===== config.mk =====
export PLATFORM = sky130hd
export DESIGN_NAME = fsm_pattern_tx_flat
export DESIGN_NICKNAME = d
export VERILOG_FILES = /design/src/rtl/fsm_pattern_tx_if.sv /design/src/rtl/fsm_pattern_tx.sv /design/src/flat_wrapper.sv
export SDC_FILE = /design/constraint.sdc
export NUM_CORES = 1
export LEC_CHECK = 0
export ABC_AREA = 1
export BUFFER_PORTS_ARGS = -buffer_cell sky130_fd_sc_hd__buf_4
export CORE_ASPECT_RATIO = 1.75
export CORE_UTILIZATION = 35
export DETAILED_ROUTE_END_ITERATION = 7
export GPL_TIMING_DRIVEN = 0
export MAX_ROUTING_LAYER = met4
export PLACE_DENSITY_LB_ADDON = 0.05
export SLEW_MARGIN = 25
export SYNTH_ARGS = -nofsm -noshare
export SYNTH_HDL_FRONTEND = slang
export SYNTH_SLANG_ARGS = --single-unit
export TNS_END_PERCENT = 50

===== constraint.sdc =====
create_clock -name clk -period 3.52 [get_ports clk]
set_clock_uncertainty 0.1 [all_clocks]
set_input_delay 0.176 -clock clk [delete_from_list [all_inputs] [get_ports clk]]
set_output_delay 0.176 -clock clk [all_outputs]
set_load 0.05 [all_outputs]

===== src/rtl/fsm_pattern_tx_if.sv =====
// fsm_pattern_tx_if
//   Handshake/data bundle between a pattern-transmitter controller and the
//   fsm_pattern_tx serial bit-pattern transmitter.
//
//   Signals:
//     start    - begin a transfer (sampled by the transmitter only when idle)
//     pattern  - parallel bits to send; bit len-1 goes out first
//     len      - pattern bits per pass (clamped to WIDTH by the transmitter)
//     repeats  - extra passes; total passes = repeats + 1
//     abort    - cancel the transfer in progress
//     ser_out  - serial data bit (0 whenever ser_valid is 0)
//     ser_valid- ser_out carries a pattern bit
//     busy     - transmitter is not idle
//     done     - one-cycle pulse at normal completion
//
//   Modports:
//     master - controller side (drives start/pattern/len/repeats/abort)
//     slave  - transmitter side (drives ser_out/ser_valid/busy/done)
interface fsm_pattern_tx_if #(
  parameter int WIDTH = 8,
  parameter int LEN_W = $clog2(WIDTH + 1),
  parameter int REP_W = 4
);
  logic             start;
  logic [WIDTH-1:0] pattern;
  logic [LEN_W-1:0] len;
  logic [REP_W-1:0] repeats;
  logic             abort;
  logic             ser_out;
  logic             ser_valid;
  logic             busy;
  logic             done;

  modport master (
    output start, pattern, len, repeats, abort,
    input  ser_out, ser_valid, busy, done
  );

  modport slave (
    input  start, pattern, len, repeats, abort,
    output ser_out, ser_valid, busy, done
  );
endinterface


===== src/rtl/fsm_pattern_tx.sv =====
// fsm_pattern_tx
//   Serial bit-pattern transmitter. On a start strobe in IDLE it latches a
//   parallel pattern, an effective length L = min(len, WIDTH) and a repeat
//   count, then shifts the pattern out MSB-first (bit L-1 down to bit 0),
//   one bit per clock, for repeats+1 back-to-back passes. A one-cycle done
//   pulse marks normal completion; abort cancels silently. A start with
//   len = 0 produces only the done pulse.
//
//   Ports:
//     clk   - single clock, rising edge
//     reset - synchronous, active-high; priority over every other input
//     bus   - fsm_pattern_tx_if.slave (start/pattern/len/repeats/abort in,
//             ser_out/ser_valid/busy/done out, all outputs registered)
module fsm_pattern_tx #(
  parameter int WIDTH = 8,
  parameter int LEN_W = $clog2(WIDTH + 1),
  parameter int REP_W = 4
) (
  input  logic          clk,
  input  logic          reset,
  fsm_pattern_tx_if.slave bus
);

  localparam logic [LEN_W-1:0] WIDTH_L = LEN_W'(WIDTH);
  localparam logic [LEN_W-1:0] LEN_ONE = LEN_W'(1);
  localparam logic [REP_W-1:0] REP_ONE = REP_W'(1);
  localparam logic [WIDTH-1:0] ONE_W   = {{(WIDTH-1){1'b0}}, 1'b1};

  typedef enum logic [1:0] {
    IDLE  = 2'd0,
    SHIFT = 2'd1,
    DONE  = 2'd2
  } state_t;

  // Clamp a requested length to the physical pattern width.
  function automatic logic [LEN_W-1:0] sat_len(input logic [LEN_W-1:0] l);
    if (l > WIDTH_L) return WIDTH_L;
    return l;
  endfunction

  // Select bit 'pos' of a pattern. Done with a mask so the index width
  // need not match the pattern width.
  function automatic logic bit_at(input logic [WIDTH-1:0] p,
                                  input logic [LEN_W-1:0] pos);
    return |(p & (ONE_W << pos));
  endfunction

  state_t           state;
  logic [LEN_W-1:0] bit_idx;   // position within the pass, 0 = first bit sent
  logic [REP_W-1:0] pass_cnt;  // passes completed so far, 0..repeats
  logic             ser_out_q;
  logic             ser_valid_q;
  logic             busy_q;
  logic             done_q;

  // Latched transfer parameters (data only, never reset).
  logic [WIDTH-1:0] pat_q;
  logic [LEN_W-1:0] len_q;
  logic [REP_W-1:0] rep_q;

  logic [LEN_W-1:0] len_eff;
  logic             accept;
  logic             first_bit;
  logic             restart_bit;
  logic [LEN_W-1:0] next_idx;
  logic             next_bit;
  logic             last_bit;
  logic             last_pass;

  assign len_eff     = sat_len(bus.len);
  assign accept      = (state == IDLE) && bus.start && (len_eff != '0);
  // First bit comes straight from the input pattern so it can be
  // registered on the same edge that accepts the start.
  assign first_bit   = bit_at(bus.pattern, len_eff - LEN_ONE);
  assign restart_bit = bit_at(pat_q, len_q - LEN_ONE);
  assign next_idx    = bit_idx + LEN_ONE;
  assign next_bit    = bit_at(pat_q, len_q - LEN_ONE - next_idx);
  assign last_bit    = (bit_idx == len_q - LEN_ONE);
  assign last_pass   = (pass_cnt == rep_q);

  always_ff @(posedge clk) begin
    if (accept) begin
      pat_q <= bus.pattern;
      len_q <= len_eff;
      rep_q <= bus.repeats;
    end
  end

  always_ff @(posedge clk) begin
    if (reset) begin
      state       <= IDLE;
      bit_idx     <= '0;
      pass_cnt    <= '0;
      ser_out_q   <= 1'b0;
      ser_valid_q <= 1'b0;
      busy_q      <= 1'b0;
      done_q      <= 1'b0;
    end else begin
      case (state)
        IDLE: begin
          ser_out_q   <= 1'b0;
          ser_valid_q <= 1'b0;
          busy_q      <= 1'b0;
          done_q      <= 1'b0;
          bit_idx     <= '0;
          pass_cnt    <= '0;
          if (bus.start) begin
            if (len_eff != '0) begin
              ser_out_q   <= first_bit;
              ser_valid_q <= 1'b1;
              busy_q      <= 1'b1;
              state       <= SHIFT;
            end else begin
              // Empty transfer: report completion without sending bits.
              busy_q <= 1'b1;
              done_q <= 1'b1;
              state  <= DONE;
            end
          end
        end

        SHIFT: begin
          if (bus.abort) begin
            ser_out_q   <= 1'b0;
            ser_valid_q <= 1'b0;
            busy_q      <= 1'b0;
            bit_idx     <= '0;
            pass_cnt    <= '0;
            state       <= IDLE;
          end else if (last_bit) begin
            if (!last_pass) begin
              // Next pass starts on the very next cycle, no gap.
              pass_cnt  <= pass_cnt + REP_ONE;
              bit_idx   <= '0;
              ser_out_q <= restart_bit;
            end else begin
              ser_out_q   <= 1'b0;
              ser_valid_q <= 1'b0;
              done_q      <= 1'b1;
              bit_idx     <= '0;
              pass_cnt    <= '0;
              state       <= DONE;
            end
          end else begin
            bit_idx   <= next_idx;
            ser_out_q <= next_bit;
          end
        end

        DONE: begin
          // start and abort are both ignored here.
          ser_out_q   <= 1'b0;
          ser_valid_q <= 1'b0;
          busy_q      <= 1'b0;
          done_q      <= 1'b0;
          state       <= IDLE;
        end

        default: begin
          ser_out_q   <= 1'b0;
          ser_valid_q <= 1'b0;
          busy_q      <= 1'b0;
          done_q      <= 1'b0;
          bit_idx     <= '0;
          pass_cnt    <= '0;
          state       <= IDLE;
        end
      endcase
    end
  end

  assign bus.ser_out   = ser_out_q;
  assign bus.ser_valid = ser_valid_q;
  assign bus.busy      = busy_q;
  assign bus.done      = done_q;

endmodule


===== src/flat_wrapper.sv =====
// flat-port wrapper written by rule: the top's interface ports become plain ports
module fsm_pattern_tx_flat 
#(
  parameter int WIDTH = 8,
  parameter int LEN_W = $clog2(WIDTH + 1),
  parameter int REP_W = 4
)
  (clk, reset, bus_start, bus_pattern, bus_len, bus_repeats, bus_abort, bus_ser_out, bus_ser_valid, bus_busy, bus_done);
  fsm_pattern_tx_if #(.WIDTH(WIDTH), .LEN_W(LEN_W), .REP_W(REP_W)) bus_i ();
  input  logic clk;
  input  logic reset;
  input wire logic [$bits(bus_i.start)-1:0] bus_start;
  input wire logic [$bits(bus_i.pattern)-1:0] bus_pattern;
  input wire logic [$bits(bus_i.len)-1:0] bus_len;
  input wire logic [$bits(bus_i.repeats)-1:0] bus_repeats;
  input wire logic [$bits(bus_i.abort)-1:0] bus_abort;
  output wire logic [$bits(bus_i.ser_out)-1:0] bus_ser_out;
  output wire logic [$bits(bus_i.ser_valid)-1:0] bus_ser_valid;
  output wire logic [$bits(bus_i.busy)-1:0] bus_busy;
  output wire logic [$bits(bus_i.done)-1:0] bus_done;
  assign bus_i.start = bus_start;
  assign bus_i.pattern = bus_pattern;
  assign bus_i.len = bus_len;
  assign bus_i.repeats = bus_repeats;
  assign bus_i.abort = bus_abort;
  assign bus_ser_out = bus_i.ser_out;
  assign bus_ser_valid = bus_i.ser_valid;
  assign bus_busy = bus_i.busy;
  assign bus_done = bus_i.done;
  fsm_pattern_tx #(.WIDTH(WIDTH), .LEN_W(LEN_W), .REP_W(REP_W)) u_core (.clk(clk), .reset(reset), .bus(bus_i));
endmodule

# Word-level counts from Yosys, hierarchy flattened
# Cells that the tools add are included.
[op_classes]
n_addsub = 5
n_lt_le_gt_ge = 1
eq_ne = 11
shift = 3
n_mux = 37
n_bitwise = 4
reduce_logical = 11
[op_table]
columns = ["op", "count"]
rows = [
  ["4-bit 2-to-1 mux", 7],
  ["8-bit AND", 3],
  ["8-bit OR reduction", 3],
  ["1-bit by 4-bit << shifter with 8-bit output (first input constant)", 3],
  ["1-bit 2-to-1 mux", 18],
  ["4-bit case mux with 2 select lines", 2],
  ["2-bit 2-to-1 mux", 5],
  ["4-bit by 1-bit adder with 4-bit output (second input constant)", 2],
  ["4-bit == test", 2],
  ["1-bit case mux with 2 select lines", 4],
  ["4-bit by 1-bit subtractor with 4-bit output (second input constant)", 2],
  ["2-bit inequality test (second input constant)", 3],
  ["3-bit by 2-bit inequality test with 1-bit output (second input constant)", 2],
  ["3-bit AND reduction", 2],
  ["4-bit > comparator (second input constant)", 1],
  ["2-bit by 1-bit inequality test with 1-bit output (second input constant)", 2],
  ["2-bit case mux with 2 select lines", 1],
  ["2-bit AND reduction", 2],
  ["4-bit nonzero test", 1],
  ["4-bit subtractor", 1],
  ["2-bit by 1-bit == test with 1-bit output (second input constant)", 1],
  ["2-bit == test (second input constant)", 1],
  ["1-bit logical AND", 2],
  ["2-bit zero test", 1],
  ["1-bit NOT", 1],
]
[totals]
ff_bits = 30
in_bits = 20
output_inout_bits = 4
elab_cells = 82

# Longest topological paths before layout
[depth]
depth_word = 10
depth_mapped = 17
mapped_depth_nobuf = 17

# Worst setup path after synthesis
# OpenSTA, ideal clock, no wires.
[synth_path]
path_kind = "reg-to-reg"
startpoint = "reg u_core.len_q[0]"
endpoint = "reg u_core.ser_out_q, in the netlist u_core.bus.ser_out"
setup_time_ps = 132
arrival_ps = 2010
required_ps = 3288
setup_slack_ps = 1278
path_stages_with_launch = 14
path_buffers = 0
period_less_slack_ps = 2242
cell_sequence = "edfxtp_1 > inv_1 > ha_1 > inv_1 > fa_1 > inv_1 > nand3_1 > nand3_1 > nor2_1 > nor2_1 > nand3_1 > nand2_1 > nand2_1 > a21oi_1"
[synth_between]
elab_chain_cells = 8
word_cells_on_any_way = 13
cone_classes = "2 x add/sub; 1 x eq/ne; 2 x shift; 4 x mux; 2 x bitwise; 2 x reduce/logical"
[synth_rtl]
columns = ["item", "line", "source"]
rows = [
  ["from (decl)", "fsm_pattern_tx.sv:58", "logic [LEN_W-1:0] len_q;"],
  ["from (signal assigned)", "fsm_pattern_tx.sv:84", "len_q <= len_eff;"],
  ["4-bit by 1-bit subtractor with 4-bit output *", "fsm_pattern_tx.sv:75, fsm_pattern_tx.sv:77, fsm_pattern_tx.sv:78", ""],
  ["4-bit subtractor or 1-bit by 4-bit << shifter with 8-bit output (tied branches)", "fsm_pattern_tx.sv:77, fsm_pattern_tx.sv:45", ""],
  ["1-bit by 4-bit << shifter with 8-bit output or 8-bit AND (tied branches)", "fsm_pattern_tx.sv:45", "return |(p & (ONE_W << pos));"],
  ["8-bit AND or 8-bit OR reduction (tied branches)", "fsm_pattern_tx.sv:45", ""],
  ["8-bit OR reduction or 1-bit 2-to-1 mux (tied branches)", "fsm_pattern_tx.sv:45, fsm_pattern_tx.sv:131", ""],
  ["1-bit 2-to-1 mux *", "fsm_pattern_tx.sv:130", "end else if (last_bit) begin"],
  ["1-bit 2-to-1 mux *", "fsm_pattern_tx.sv:123", "if (bus.abort) begin"],
  ["1-bit case mux with 2 select lines *", "fsm_pattern_tx.sv:99", "case (state)"],
  ["to (signal assigned)", "fsm_pattern_tx.sv:109", "ser_out_q <= first_bit;"],
  ["to (signal assigned)", "fsm_pattern_tx.sv:135", "ser_out_q <= restart_bit;"],
  ["to (signal assigned)", "fsm_pattern_tx.sv:146", "ser_out_q <= next_bit;"],
  ["to (decl)", "fsm_pattern_tx.sv:51", "logic ser_out_q;"],
]
# Every way passes the cells marked *; elsewhere a longest branch is shown, timed or not.
# A chain may end at the register's enable or synchronous reset.

# Worst setup path in the final report
# Same ends and word-level chain as after synthesis.

==> flow_summary.json <==
{
  "drive_above_1_share_pct": 17.5,
  "gr-total-overflow": 0,
  "synth_area_leaders": "edfxtp_1 (27%), dfxtp_1 (16%), nand2_1 (11%), nand3_1 (7.2%), ha_1 (6.9%)",
  "startpoint_type": "flop",
  "core_um2": 4980,
  "synth_top_flop_cell": "edfxtp_1",
  "netlist_instances": 232,
  "cap_violations": 0,
  "setup_viol": 0,
  "final_hold_viol_count": 0,
  "clk_latency_ns": 0.28,
  "cellPowerDensity_nw_per_um2": 441,
  "synth_enable_flop_cells": 16,
  "min_delay_path_depth": 4,
  "synth_top_cell_by_area": "edfxtp_1",
  "fillers": 523,
  "p_leak_uw": 0.00106,
  "seq_area_um2": 761,
  "min-delay-start": "bus_abort",
  "dieArea_um2": 5470,
  "cts.sinks": 30,
  "worstSetupPathType": "flop to flop",
  "routed-via-count": 1552,
  "fmaxAchievable_mhz": 379,
  "synthToLayoutAreaGrowth_pct": 25.5,
  "drt-vias-per-instance": 4.73,
  "avgSynthCellArea_um2": 7.79,
  "io_buffers": 22,
  "n_antenna_cell": 0,
  "yosysSeqAreaShare_pct": 42.1,
  "required_ns": 3.63,
  "finalCritPeriodShare_pct": 75.0,
  "placedCellCount": 308,
  "finalNonFillerCells": 328,
  "status": "completed",
  "ys_types": 27,
  "tightest_slew_ns": 0.721,
  "ctsHoldBuffers": 12,
  "syn-num-nets": 263,
  "slew_viol_final": 0,
  "grt.total_usage_pct": 16.9,
  "r2r_slack_ns": 0.88,
  "grt_antenna_before_repair": 0,
  "cts-htree-levels": 2,
  "worstSetupStartpoint": "u_core.len_q[0]$_DFFE_PP_",
  "cts_inserted_buffers": 5,
  "slew_headroom_pct": 51.9,
  "gp_congestion": 0.823,
  "drc": 0,
  "r2r_start": "u_core.len_q[0]$_DFFE_PP_",
  "grt_start_max_net_pins": 19,
  "vdd_drop_max_mv": 0.281,
  "crit_fanout": 6,
  "grt_pass1_wl_um": 6900,
  "whs_endpoint": "u_core.bus.busy$_SDFFE_PP0P_",
  "fin_tns_setup_ns": 0,
  "synthTopCellsByCount": "nand2_1 (55), inv_1 (33), nor2_1 (28), nand3_1 (26), edfxtp_1 (16)",
  "ys_ff_latch": 30,
  "cp.arrival_ns": 2.75,
  "crit-reg2reg-capture": "u_core.bus.ser_out$_SDFF_PP0_",
  "yosysMostFrequentCell": "nand2_1",
  "multi_input_area_um2": 911,
  "cts_tree": "done",
  "clkTransAtPathRegs_ns": 0.07,
  "ios": 24,
  "final_nets": 304,
  "syn-cell-area_um2": 1810,
  "synth_warnings": 0,
  "routedWlPerCell_um": 12.8,
  "dpl.hpwl_um": 3240,
  "postCtsResizedCells": 0,
  "rsz0062_at_grt": "no",
  "worstSetupEndpointType": "flop",
  "cts_buffer_depth": 2,
  "routed_wl_um": 4190,
  "dr.pass1.iters": 4,
  "async_flop_share_pct": 0,
  "die_h_um": 97.1,
  "grt_pass1_vias": 1563,
  "drt_first_iter_violations": 51,
  "die_w_um": 56.3,
  "reg2reg_depth": 13,
  "period_minus_slack_ns": 2.64,
  "cts_setup_buffers": 0,
  "hold_path_class": "input port to flop",
  "rows": 34,
  "synth_top_area_share_pct": 26.6,
  "clockRootBuffer": "clkbuf_8",
  "start_util_pct": 36.3,
  "ant_nets": 0
}
-- worst max-delay path by stage --
stage,end,slack (ns),depth (start not counted)
detailed placement,u_core.bus.ser_out$_SDFF_PP0_,0.85,13
CTS,u_core.bus.ser_out$_SDFF_PP0_,0.79,13
floorplan,u_core.bus.ser_out$_SDFF_PP0_,1.28,13
global route,u_core.bus.ser_out$_SDFF_PP0_,0.64,13
finish,u_core.bus.ser_out$_SDFF_PP0_,0.88,13
global placement,u_core.bus.ser_out$_SDFF_PP0_,0.81,13
-- power breakdown --
group,total (uW),switching [uW],internal [uW]
Clock,341,133,208
Sequential,414,16.0,398
Combinational,245,152,93.5
Total,1000,301,699
-- cells by family (layout without fill, tap and decap cells) --
group,after synthesis,in the layout,synth area share (%)
XOR/XNOR,8,8,3.88
buffers and inverters,36,78,7.54
AO/OA/AOI/OAI,18,18,5.54
adder cells (fa/ha/maj),11,11,8.03
flip-flops,30,30,42.1
AND/OR/NAND/NOR,129,129,32.9
-- worst max-delay path: stages (launching register included) --
cell	delay [ns]
edfxtp_1	0.42
inv_1	0.15
ha_1	0.35
inv_1	0.08
fa_1	0.59
nor2_1	0.16
nand2_1	0.07
nand3_1	0.07
nor2_1	0.05
nor2_1	0.17
nand3_1	0.11
nand2_1	0.08
nand2_1	0.05
a21oi_1	0.13
-- placed cells by master, fill, tap and decap left out --
master | Yosys | layout
nand2_1 | 55 | 55
inv_1 | 33 | 33
nor2_1 | 28 | 28
nand3_1 | 26 | 26
buf_4 | 0 | 22
edfxtp_1 | 16 | 16
dfxtp_1 | 14 | 14
dlygate4sd3_1 | 0 | 12
ha_1 | 10 | 10
a21oi_1 | 8 | 8
xor2_1 | 7 | 7
clkbuf_8 | 0 | 5
nand2_2 | 4 | 4
nor2_2 | 4 | 4
o21ai_1 | 3 | 3
o21ai_0 | 3 | 3
or2_2 | 3 | 3
o211ai_1 | 3 | 3
nand2_4 | 2 | 2
nand4_1 | 2 | 2
nor3_2 | 2 | 2
clkinv_2 | 0 | 2
xnor2_1 | 1 | 1
clkbuf_1 | 1 | 1
nand3_2 | 1 | 1
buf_1 | 1 | 1
buf_2 | 1 | 1
a22oi_1 | 1 | 1
nand3b_1 | 1 | 1
nor3b_2 | 1 | 1
fa_1 | 1 | 1
bufinv_16 | 0 | 1
-- per-layer routing --
layer | vias up | share of wire [%] | global-route usage, %
met1 | 705 | 38 | 15.8
met4 | 0 | 1.4 | 7.32
met3 | 5 | 1.6 | 2.00
met2 | 16 | 59 | 32.9
met5 | - | 0 | -
li1 | 826 | - | -
-- final cells by class --
class / instances / area share [%]
Multi-Input combinational cell: 166 / 40.1
Inverter: 33 / 5.46
Tap cell: 54 / 2.98
Clock buffer: 5 / 3.03
Clock inverter: 3 / 1.76
Buffer: 3 / 0.551
Timing Repair Buffer: 34 / 12.6
Sequential cell: 30 / 33.5
-- metrics by stage --
stage / total power [uW] / util [%] / setup WS, ns / cell area [um2] / hold WS, ns
floorplan: 586 / - / 1.28 / 1810 / 0.175
global placement: 659 / 41.0 / 0.808 / 2040 / 0.255
detailed placement: 660 / 41.0 / 0.847 / 2040 / 0.256
CTS: 1010 / 45.6 / 0.789 / 2270 / 0.0909
global route: 1060 / 45.6 / 0.636 / 2270 / 0.104
finish: 1000 / 45.6 / 0.878 / 2270 / 0.0941
-- sequential cells by signal, indices dropped and copies added, names as in the netlist --
name and cells:
u_core.len_q 4, u_core.state 2, u_core.pat_q 8, u_core.bus.busy 1, u_core.pass_cnt 4, u_core.bus.ser_out 1, u_core.rep_q 4, u_core.bit_idx 4
u_core.bus.done 1, u_core.bus.ser_valid 1
Note: power is estimated with default switching activity, not from simulation.
